File: src/rtl/td4_seq_ctrl.sv
// td4_seq_ctrl: two-phase FETCH/EXEC sequencer for the 4-bit TD4 datapath.
// Ports: clk, reset (async, active-high); instr = ROM byte at PC; alu_co = adder carry;
// im = immediate (ir[3:0]); sel = adder operand source (0=A, 1=B, 2=IN, 3=zero);
// ld_a/ld_b/ld_out = register load enables; pc_en/pc_load = PC increment/load;
// c_flag = carry flag for JNC; phase = 0 FETCH / 1 EXEC.
// Optional SEQ_STEP_EN macro: adds step input and wait_step output, with a HOLD state after EXEC.
module td4_seq_ctrl #(
    parameter int OPW = 4,
    parameter int IMW = 4
) (
    input  logic               clk,
    input  logic               reset,
    input  logic [OPW+IMW-1:0] instr,
    input  logic               alu_co,
    output logic [IMW-1:0]     im,
    output logic [1:0]         sel,
    output logic               ld_a,
    output logic               ld_b,
    output logic               ld_out,
    output logic               pc_en,
    output logic               pc_load,
    output logic               c_flag,
    output logic               phase
`ifdef SEQ_STEP_EN
    ,
    input  logic               step,
    output logic               wait_step
`endif
);
    typedef enum logic [1:0] {FETCH, EXEC, HOLD} state_t;
    state_t state;
    logic [OPW+IMW-1:0] ir;
    logic [OPW-1:0] op;
    logic exec, alu_op, take;
    assign op = ir[OPW+IMW-1:IMW];
    assign exec = state == EXEC;
    // Opcodes 0xxx, 1001 and 1011 go through the adder and update the carry.
    assign alu_op = !op[OPW-1] || (!op[OPW-2] && op[0]);
    // JMP always loads; JNC loads only when the previous instruction left no carry.
    assign take = op == OPW'(4'hF) || (op == OPW'(4'hE) && !c_flag);
    assign im = ir[IMW-1:0];
    assign phase = exec;
    assign sel = exec && alu_op ? op[1:0] : 2'd3;
    assign ld_a = exec && !op[OPW-1] && !op[OPW-2];
    assign ld_b = exec && !op[OPW-1] && op[OPW-2];
    assign ld_out = exec && op[OPW-1] && alu_op;
    assign pc_load = exec && take;
    assign pc_en = exec && !take;
`ifdef SEQ_STEP_EN
    assign wait_step = state == HOLD;
`endif
    always_ff @(posedge clk or posedge reset) begin
        if (reset) begin
            state <= FETCH;
            ir <= '0;
            c_flag <= 1'b0;
        end else begin
            case (state)
                FETCH: begin
                    ir <= instr;
                    state <= EXEC;
                end
                EXEC: begin
                    c_flag <= alu_op && alu_co;
`ifdef SEQ_STEP_EN
                    state <= HOLD;
`else
                    state <= FETCH;
`endif
                end
`ifdef SEQ_STEP_EN
                HOLD: state <= step ? FETCH : HOLD;
`endif
                default: state <= FETCH;
            endcase
        end
    end
endmodule

File: config.mk
export PLATFORM = sky130hd
export DESIGN_NAME = td4_seq_ctrl
export DESIGN_NICKNAME = d
export VERILOG_FILES = /design/src/rtl/td4_seq_ctrl.sv
export SDC_FILE = /design/constraint.sdc
export NUM_CORES = 1
export LEC_CHECK = 0
export ABC_CLOCK_PERIOD_IN_PS = 2700
export BUFFER_PORTS_ARGS = -buffer_cell sky130_fd_sc_hd__buf_2
export CORE_AREA = 3 3 40 42
export CTS_BUF_LIST = sky130_fd_sc_hd__clkbuf_8 sky130_fd_sc_hd__clkbuf_16
export CTS_CLUSTER_DIAMETER = 150
export CTS_CLUSTER_SIZE = 40
export DETAILED_ROUTE_END_ITERATION = 10
export DIE_AREA = 0 0 43 45
export HOLD_SLACK_MARGIN = 0.08
export PLACE_DENSITY = 0.74
export REMOVE_ABC_BUFFERS = 1
export SLEW_MARGIN = 20
export SYNTH_ARGS = -nofsm -noshare
export SYNTH_HDL_FRONTEND = slang
export SYNTH_SLANG_ARGS = --single-unit
export TNS_END_PERCENT = 50
File: constraint.sdc
create_clock -name clk -period 2.7 [get_ports clk]
set_input_delay 0.27 -clock clk [delete_from_list [all_inputs] [get_ports clk]]
set_output_delay 0.27 -clock clk [all_outputs]
set_load 0.02 [all_outputs]
==> run metrics, run 1 <==
status finished, final reports clean; Layout Skew 0.00704 ns; Flop pwr share approximately 41%; CP max stage delay around 0.7 ns; Routed WL about 1.0 mm; Total Routing Usage GR between 10 and 15%; routed vias/inst ~4.6; Area growth syn-to-layout 29.8%; FP Rows 13; Critical Path RT 2.43 ns; drc violations 0; CP bufs+invs 2; P_int 0.307 mW; Worst setup SP type flip-flop; RSZ-0062 raised after global routing false; ant diodes 0; number of CTS-inserted buffers 3; clk slew on worst S/H paths roughly 0.05 ns; critical path arrival approximately 1.6 ns; fraction of layout cells with a size suffix above 1 approximately 55%; maximum clock rate between 500 and 600 MHz; post-CTS resize count 0; hpwl dp 781 um; kind of critical path flip-flop to output port; critical-path maximum fanout 16; CTS H-tree depth 1; Final Setup Violations 0; Sw Ratio ~22%; Pins Over Slew Limit 0; RePlAce Congestion slightly below 0.7; Tcrit/Tclk final a little under 70%; Max-slew headroom about 61%; Syn Area/Cell approximately 12 um^2; Final ANT Viol Nets 0; GR Layer Usage met1 between 10% and 20%; number of global-route vias before repair around 370; Critical Path End Type output port; Top delay family on crit path flip-flops; GR peak layer met2; wire per inst about 13 um; # port buffers 23; Max-Cap Viols 0; switching power 0.0872 mW; Pleak 0.344 nW; grt ovf 0; clock network fraction of total power a little under half; largest net degree at the start of global routing 17; commonest cells after routing, fill and taps aside buf_2, dfrtp_1, mux2_2, inv_1, clkbuf_8; Die ar. about 1900 um^2; Clock Root Buffer clkbuf_8; io pins 24; met2 Use GR around 21%; Combinational Power Share between 10% and 20%; antenna violations before repair 0; Core Box Area between 1000 and 1500 um^2; worst vdd ir ~0.00038 V; Synth Warn # 0; slowest stage cell, crit path dfrtp_1; Die W approximately 43 um; Final Hold Fails 0; Yosys reg bits 10; Tmin final ~1.8 ns; Cell variety after synth 18; clk buf depth 2; cell-by-cell trace of the critical path inv_2, or3_1, buf_2; die height 45 um; worst skew pair latency between 0.2 and 0.25 ns; first-pass GRT wire length ~1.7 mm; drt pass-1 iters 4; Iteration-0 DRC Markers 3; synthesized area between 400 and 500 um^2; most common cell after layout, fill and taps aside buf_2; register area share after synthesis 51.0%; clk sinks 10; nets@finish 76; final core occ 49.6%; Vias 367; Slew @ Worst Pin approximately 0.6 ns; Power Density slightly above 600 nW/um^2; Mapped Cells 42; initial core utilization around two fifths; hold crit path type input port to flip-flop; grt met3 use just under 7%; Setup TNS 0 ns; CTS tree built
==> timing repair <==
action / 4_1_cts / 5_1_grt
hold buffers: 1 / 0
setup endpoints to repair: 0 / 0
buffers inserted: 0 / 0
hold endpoints to repair: 10 / 0
==> cells in the mapped netlist, drive strengths merged <==
cell | count | area [um^2]
mux2 | 7 | 90.1
inv | 5 | 18.8
o21ai | 1 | 5.00
dfrtp | 10 | 250
and3 | 1 | 6.26
nand2b | 1 | 6.26
nand3b | 1 | 7.51
nand2 | 2 | 7.51
o21a | 1 | 7.51
buf | 6 | 52.6
o211ai | 1 | 7.51
nor2 | 3 | 11.3
nor3 | 1 | 5.00
a31o | 1 | 8.76
or3 | 1 | 6.26
==> flip-flops by register name, summed over array words and instances (netlist names) <==
register	cells
ir	8
c_flag	1
state	1
==> final timing paths <==
check / cells past startpoint / slack (ns) / to / start
max in group asynchronous: 3 / 1.86 / ir[0] / reset
max reg2reg: 1 / 1.46 / ir[1] / state[0]
max: 3 / 0.86 / sel[0] / state[0]
min: 2 / 0.26 / ir[5] / instr[5]
min in group asynchronous: 3 / 0.57 / ir[3] / reset
min reg2reg: 1 / 0.50 / ir[0] / ir[0]
==> metal layers <==
metal  vias to the layer above  part of all wire (%)
met1                       174                    33
met2                        13                    56
met3                         4                   7.0
met5                         -                     0
li1                        176                     -
met4                         0                   3.1
==> power groups by stage <==
stage / logic, mW / registers [mW] / clock network (mW)
finish: 0.0469 / 0.163 / 0.184
global route: 0.0508 / 0.164 / 0.201
detailed placement: 0.0463 / 0.165 / 0
CTS: 0.0475 / 0.163 / 0.189
global placement: 0.0457 / 0.164 / 0
floorplan: 0.0227 / 0.169 / 0
==> metrics by stage <==
step | setup slack [ns] | instance area, um^2 | hold slack [ns] | power (mW) | std cells
6_report | 0.865 | 637 | 0.263 | 0.394 | 79
5_1_grt | 0.739 | 637 | 0.257 | 0.416 | 79
4_1_cts | 0.876 | 637 | 0.261 | 0.399 | 79
3_5_place_dp | 1.13 | 572 | 0.260 | 0.211 | 74
3_3_place_gp | 1.17 | 572 | 0.256 | 0.210 | 74
2_1_floorplan | 1.12 | 438 | 0.110 | 0.192 | 36
==> area by class of cell <==
class,instances,area [um^2]
fillers,123,648
flip-flops and latches,10,250
multi-input cells,21,169
repair buffers,24,125
clock buffers,4,55.1
inverters,5,18.8
well taps,15,18.8
==> cells by family (layout without fill, tap and decap cells) <==
group / count (synthesis) / count (layout) / share of synthesized area [%]
AO/OA/AOI/OAI: 4 / 4 / 5.87
buffers and inverters: 11 / 33 / 14.5
flip-flops: 10 / 10 / 51.0
multiplexers: 7 / 7 / 18.4
AND/OR/NAND/NOR: 10 / 10 / 10.2
Note: power is estimated with default switching activity, not from simulation.
==> inputs of run 2 (changes only) <==
ABC_AREA = 1   (was not set)
ABC_CLOCK_PERIOD_IN_PS = 1740   (was 2700)
PLACE_DENSITY = 0.77   (was 0.74)
clock period = 1.74 ns   (was 2.7 ns; I/O delays follow)
==> run metrics, run 2 <==
non-filler cells, final 102 (+29%); most common cell after layout, fill and taps aside nand2_1; Vias 433 (+18%); synthesized area 526 um^2 (+7.1%); Worst Setup Slack post-DPL 0.506 ns (-0.629 ns); Critical Path End Type output port; hold path endpoint ir[2]; min-delay src instr[2]; Tcrit/Tclk final 84.6%; post-synth top area cell dfrtp_1; worst skew pair latency 0.23 ns (about the same); cell-by-cell trace of the critical path inv_6, nor2_4, inv_1, nor2_1, buf_2; Iteration-0 DRC Markers 3 (unchanged); Slew @ Worst Pin 0.368 ns (-0.221 ns); routed vias/inst 4.25 (-8.6%); status finished, final reports clean; nets@finish 100 (+32%); ant diodes 0 (unchanged); commonest cells after routing, fill and taps aside nand2_1, buf_2, dfrtp_1; Core Box Area 1280 um^2 (unchanged); worst vdd ir 0.000415 V (+8.0%); Final Setup Violations 0 (unchanged); R2R Setup Slk 0.82 ns (-0.64 ns); Pleak 0.370 nW (+7.6%); slowest stage cell, crit path dfrtp_1; CTS H-tree depth 1 (unchanged); Post-synth top cells nand2_1, dfrtp_1, nor2_1; Largest Register ir; Clock Root Buffer clkbuf_8; post-CTS setup buffer count 0 (unchanged); final core occ 50.9% (+1.4 points); Synth Warn # 0 (unchanged); critical-path maximum fanout 16 (unchanged); cts hold-fix bufs 1 (unchanged); top-area cell type share of the netlist area 47.6% (-3.4 points); clk buf depth 2 (unchanged); Worst setup SP type flip-flop; final setup margin 0.268 ns (-0.597 ns); R2R Path End ir[7]; Layout Skew 0.000643 ns (-0.00639 ns); wire per inst 9.50 um (-28%); drc violations 0 (unchanged); number of CTS-inserted buffers 3 (unchanged); main area contributors after synthesis dfrtp_1, nand2_1, nor2_1, buf_4, inv_1; Die W 43 um (unchanged); critical path arrival 1.30 ns (-0.27 ns); Syn Area/Cell 7.96 um^2 (-32%); Most used DFF post-synth dfrtp_1; Setup TNS 0 ns (unchanged); largest net degree at the start of global routing 17 (unchanged); number of synthesized flops with an enable pin 0 (unchanged); placed cell count 98 (+32%); Max-slew headroom 75.5% (+15 points); RSZ-0062 raised after global routing false; hold path depth 3 (+1); antenna violations before repair 0 (unchanged); Reg2Reg Depth 3 (+2); FP Rows 13 (unchanged); most common cell in the synthesized netlist nand2_1; maximum clock rate about 680 MHz; Max-Cap Viols 0 (unchanged); Cell variety after synth 13 (-5); first-pass GRT wire length 1.59 mm (-4.2%); Worst R2R Start state[0]; kind of critical path flip-flop to output port; post-CTS resize count 0 (unchanged); initial core utilization 40.9% (+2.7 points); # port buffers 23 (unchanged); largest registers ir (8), c_flag (1), state (1); fillers 139 (+13%); Critical Path RT 1.57 ns (-0.86 ns); Power Density 853 nW/um^2 (+38%); register area share after synthesis 47.6% (-3.4 points); drt pass-1 iters 3 (-1); Pins Over Slew Limit 0 (unchanged); Final Hold Fails 0 (unchanged); Synth async-reset ratio 100% (unchanged); die height 45 um (unchanged); Mapped Cells 66 (+57%); RePlAce Congestion 0.692 (+0.92%); grt ovf 0 (unchanged); Yosys reg bits 10 (unchanged); clk slew on worst S/H paths 0.04 ns (about the same); Final ANT Viol Nets 0 (unchanged); Final Hold Slack 0.137 ns (-0.127 ns); CP max stage delay 0.53 ns (-0.18 ns); Routed WL 969 um (-7.6%); number of global-route vias before repair 403 (+10%); multi-input logic area 180 um^2 (+6.7%); hpwl dp 762 um (-2.3%); CTS tree built; Die ar. 1940 um^2 (unchanged); hold crit path type input port to flip-flop; clk sinks 10 (unchanged); Tmin final around 1.5 ns; Total Routing Usage GR 11.8% (-0.92 points); Area growth syn-to-layout 24.5%; io pins 24 (unchanged); FF/Latch Area 250 um^2 (unchanged); number of flip-flops under the largest register name 8 (unchanged); fraction of layout cells with a size suffix above 1 33.3% (-21 points)
## run 2: changes by cell type in the layout (fill, tap and decap cells not counted), moves of 2 or more
cell,previous run,this run
nand2_1,2,25
nand3_1,0,2
mux2_4,3,0
nor2_1,3,9
inv_1,4,8
mux2_2,4,0
## run 2: final cells by class
| cell class | count | share of cell area [%] |
|---|---|---|
| Multi-Input combinational cell | 41 | 27.5 |
| Sequential cell | 10 | 38.2 |
| Tap cell | 15 | 2.87 |
| Clock buffer | 3 | 6.31 |
| Timing Repair Buffer | 24 | 19.1 |
| Inverter | 9 | 5.93 |
## run 2: report_power, final
group	switching, mW	total (mW)	internal [mW]
Combinational	0.0456	0.0746	0.0290
Sequential	0.00831	0.253	0.245
Clock	0.0804	0.231	0.151
Total	0.134	0.558	0.424
## run 2: worst max-delay path by stage
stage                   from  endpoint  slack (ns)  cells after the start
floorplan           state[0]      ld_a        0.41                      4
global placement    state[0]      ld_b        0.55                      5
detailed placement  state[0]      ld_a        0.51                      5
CTS                 state[0]      ld_a        0.25                      5
global route        state[0]      ld_a        0.16                      5
finish              state[0]      ld_a        0.27                      5
## run 2: routing by layer
layer	part of all wire [%]	GRT usage, %	vias to the layer above
li1	-	-	236
met1	42	13.9	174
met2	44	17.4	20
met3	10	3.59	3
met4	2.9	10.8	0
met5	0	0	-
## run 2: metrics by stage
stage | total power [mW] | area [um^2]
floorplan | 0.300 | 469
global placement | 0.330 | 603
detailed placement | 0.331 | 603
CTS | 0.567 | 654
global route | 0.592 | 654
finish | 0.558 | 654
## run 2: logic make-up (layout without fill, tap and decap cells)
group	after synthesis	in the layout	synth area share (%)
AND/OR/NAND/NOR	38	38	31.4
buffers and inverters	15	36	18.1
flip-flops	10	10	47.6
AO/OA/AOI/OAI	3	3	2.86
## run 2: critical path, delay by kind of cell (launching register included)
kind                   cells  cell delay (ns)
flip-flops                 1             0.53
AND/OR/NAND/NOR            2             0.20
buffers and inverters      3             0.34
==> inputs of run 3 (changes only) <==
ABC_CLOCK_PERIOD_IN_PS = 1400   (was 1740)
clock period = 1.4 ns   (was 1.74 ns; I/O delays follow)
==> run metrics, run 3 (synthesis results as in run 2) <==
status finished, final reports clean; R2R Setup Slk 0.49 ns (-0.33 ns); RePlAce Congestion 0.730 (+5.4%); Tmin final about 1.3 ns; hold path endpoint ir[0]; Final Setup Violations 0 (unchanged); CTS tree built; number of flip-flops under the largest register name 8 (unchanged); Area growth syn-to-layout 29.5%; multi-input logic area 183 um^2 (+1.4%); post-CTS setup buffer count 0 (unchanged); Final Hold Fails 0 (unchanged); antenna violations before repair 0 (unchanged); FF/Latch Area 253 um^2 (+1.0%); R2R Path End c_flag; nets@finish 101 (+1.0%); Tcrit/Tclk final around nine tenths; Die ar. 1940 um^2 (unchanged); largest registers ir (8), c_flag (1), state (1); number of global-route vias before repair 447 (+11%); io pins 24 (unchanged); Pleak 0.380 nW (+2.7%); initial core utilization 40.9% (unchanged); Core Box Area 1280 um^2 (unchanged); Routed WL 1.04 mm (+7.7%); Reg2Reg Depth 5 (+2); Worst R2R Start state[0]; fillers 123 (-12%); commonest cells after routing, fill and taps aside nand2_1, buf_2, nor2_1; routed vias/inst 4.30 (+1.2%); hold path depth 3 (unchanged); FP Rows 13 (unchanged); RSZ-0062 raised after global routing true; maximum clock rate between 700 and 800 MHz; ant diodes 0 (unchanged); non-filler cells, final 104 (+2.0%); Iteration-0 DRC Markers 6 (+3); wire per inst 10.0 um (+5.7%); placed cell count 99 (+1.0%); CTS H-tree depth 1 (unchanged); Layout Skew 0.00256 ns (+0.00192 ns); Worst setup SP type flip-flop; Largest Register ir; largest net degree at the start of global routing 17 (unchanged); Critical Path End Type output port; die height 45 um (unchanged); drc violations 0 (unchanged); clk slew on worst S/H paths 0.05 ns (about the same); critical-path maximum fanout 4 (-12); first-pass GRT wire length 1.82 mm (+14%); final core occ 53.0% (+2.0 points); clk sinks 10 (unchanged); most common cell after layout, fill and taps aside nand2_1; Critical Path RT 1.26 ns (-0.31 ns); kind of critical path flip-flop to output port; critical path arrival 1.15 ns (-0.15 ns); worst vdd ir 0.000565 V (+36%); Total Routing Usage GR 12.8% (+0.92 points); Max-Cap Viols 0 (unchanged); Die W 43 um (unchanged); Slew @ Worst Pin 0.373 ns (+0.00493 ns); worst skew pair latency 0.23 ns (about the same); hpwl dp 816 um (+7.1%); Pins Over Slew Limit 0 (unchanged); min-delay src instr[0]; Power Density 1110 nW/um^2 (+30%); Clock Root Buffer clkbuf_8; Vias 447 (+3.2%); hold crit path type input port to flip-flop; Max-slew headroom 75.1% (-0.33 points); drt pass-1 iters 4 (+1); grt ovf 0 (unchanged); fraction of layout cells with a size suffix above 1 38.2% (+4.9 points); number of CTS-inserted buffers 3 (unchanged); # port buffers 23 (unchanged); Final ANT Viol Nets 0 (unchanged); clk buf depth 2 (unchanged)
[run 3: cell count changes in the layout (fill, tap and decap cells not counted)]
cell / before / now
dfrtp_1: 10 / 8
dfrtp_2: 0 / 2
buf_4: 0 / 1
clkbuf_8: 3 / 4
nand2_1: 25 / 24
nand2_2: 0 / 1
[run 3: report_power, final]
| group | internal [mW] | switching [mW] | total (mW) |
|---|---|---|---|
| Sequential | 0.304 | 0.0114 | 0.315 |
| Combinational | 0.0364 | 0.0567 | 0.0931 |
| Clock | 0.246 | 0.0990 | 0.345 |
| Total | 0.586 | 0.167 | 0.753 |
[run 3: per-layer routing]
layer	vias up	GRT usage (%)	share of wire [%]
met2	17	21.3	51
met3	0	3.59	8.0
li1	241	-	-
met1	189	14.8	41
met4	0	7.23	0
met5	-	0	0
[run 3: layout make-up]
| cell class | instances | share of cell area [%] |
|---|---|---|
| multi-input cells | 41 | 26.8 |
| clock buffers | 4 | 8.09 |
| inverters | 9 | 5.70 |
| flip-flops and latches | 10 | 37.1 |
| well taps | 15 | 2.76 |
| repair buffers | 25 | 19.5 |
[run 3: how the worst max path moves through the flow]
stage                     endpoint  depth (start not counted)  startpoint  slack, ns
final                       sel[1]                          5       ir[6]       0.11
after global routing       pc_load                          5       ir[7]      -0.02
after CTS                     ld_a                          5    state[0]       0.06
after detailed placement   pc_load                          5       ir[7]       0.32
after global placement        ld_a                          5    state[0]       0.34
after floorplan               ld_a                          4    state[0]       0.11
[run 3: repair_timing]
| action | 4_1_cts | 5_1_grt |
|---|---|---|
| resized for setup | 0 | 3 |
| hold buffers | 1 | 0 |
| hold endpoints to repair | 10 | 0 |
| setup endpoints to repair | 0 | 3 |
[run 3: per-stage QoR]
stage / TNS (ns) / total power, mW / area (um^2) / worst slack [ns] / hold WS (ns)
global placement: 0 / 0.408 / 611 / 0.339 / 0.126
floorplan: 0 / 0.373 / 469 / 0.106 / -0.0198
global route: -0.0214 / 0.800 / 681 / -0.0214 / 0.115
CTS: 0 / 0.769 / 676 / 0.0591 / 0.0956
finish: 0 / 0.753 / 681 / 0.112 / 0.102
detailed placement: 0 / 0.411 / 611 / 0.316 / 0.132
[run 3: worst max-delay path, stage by stage, from the launching register on]
cell	delay, ns
dfrtp_1	0.40
inv_1	0.10
nand2_1	0.12
nand2_2	0.09
nand3_1	0.06
buf_2	0.16
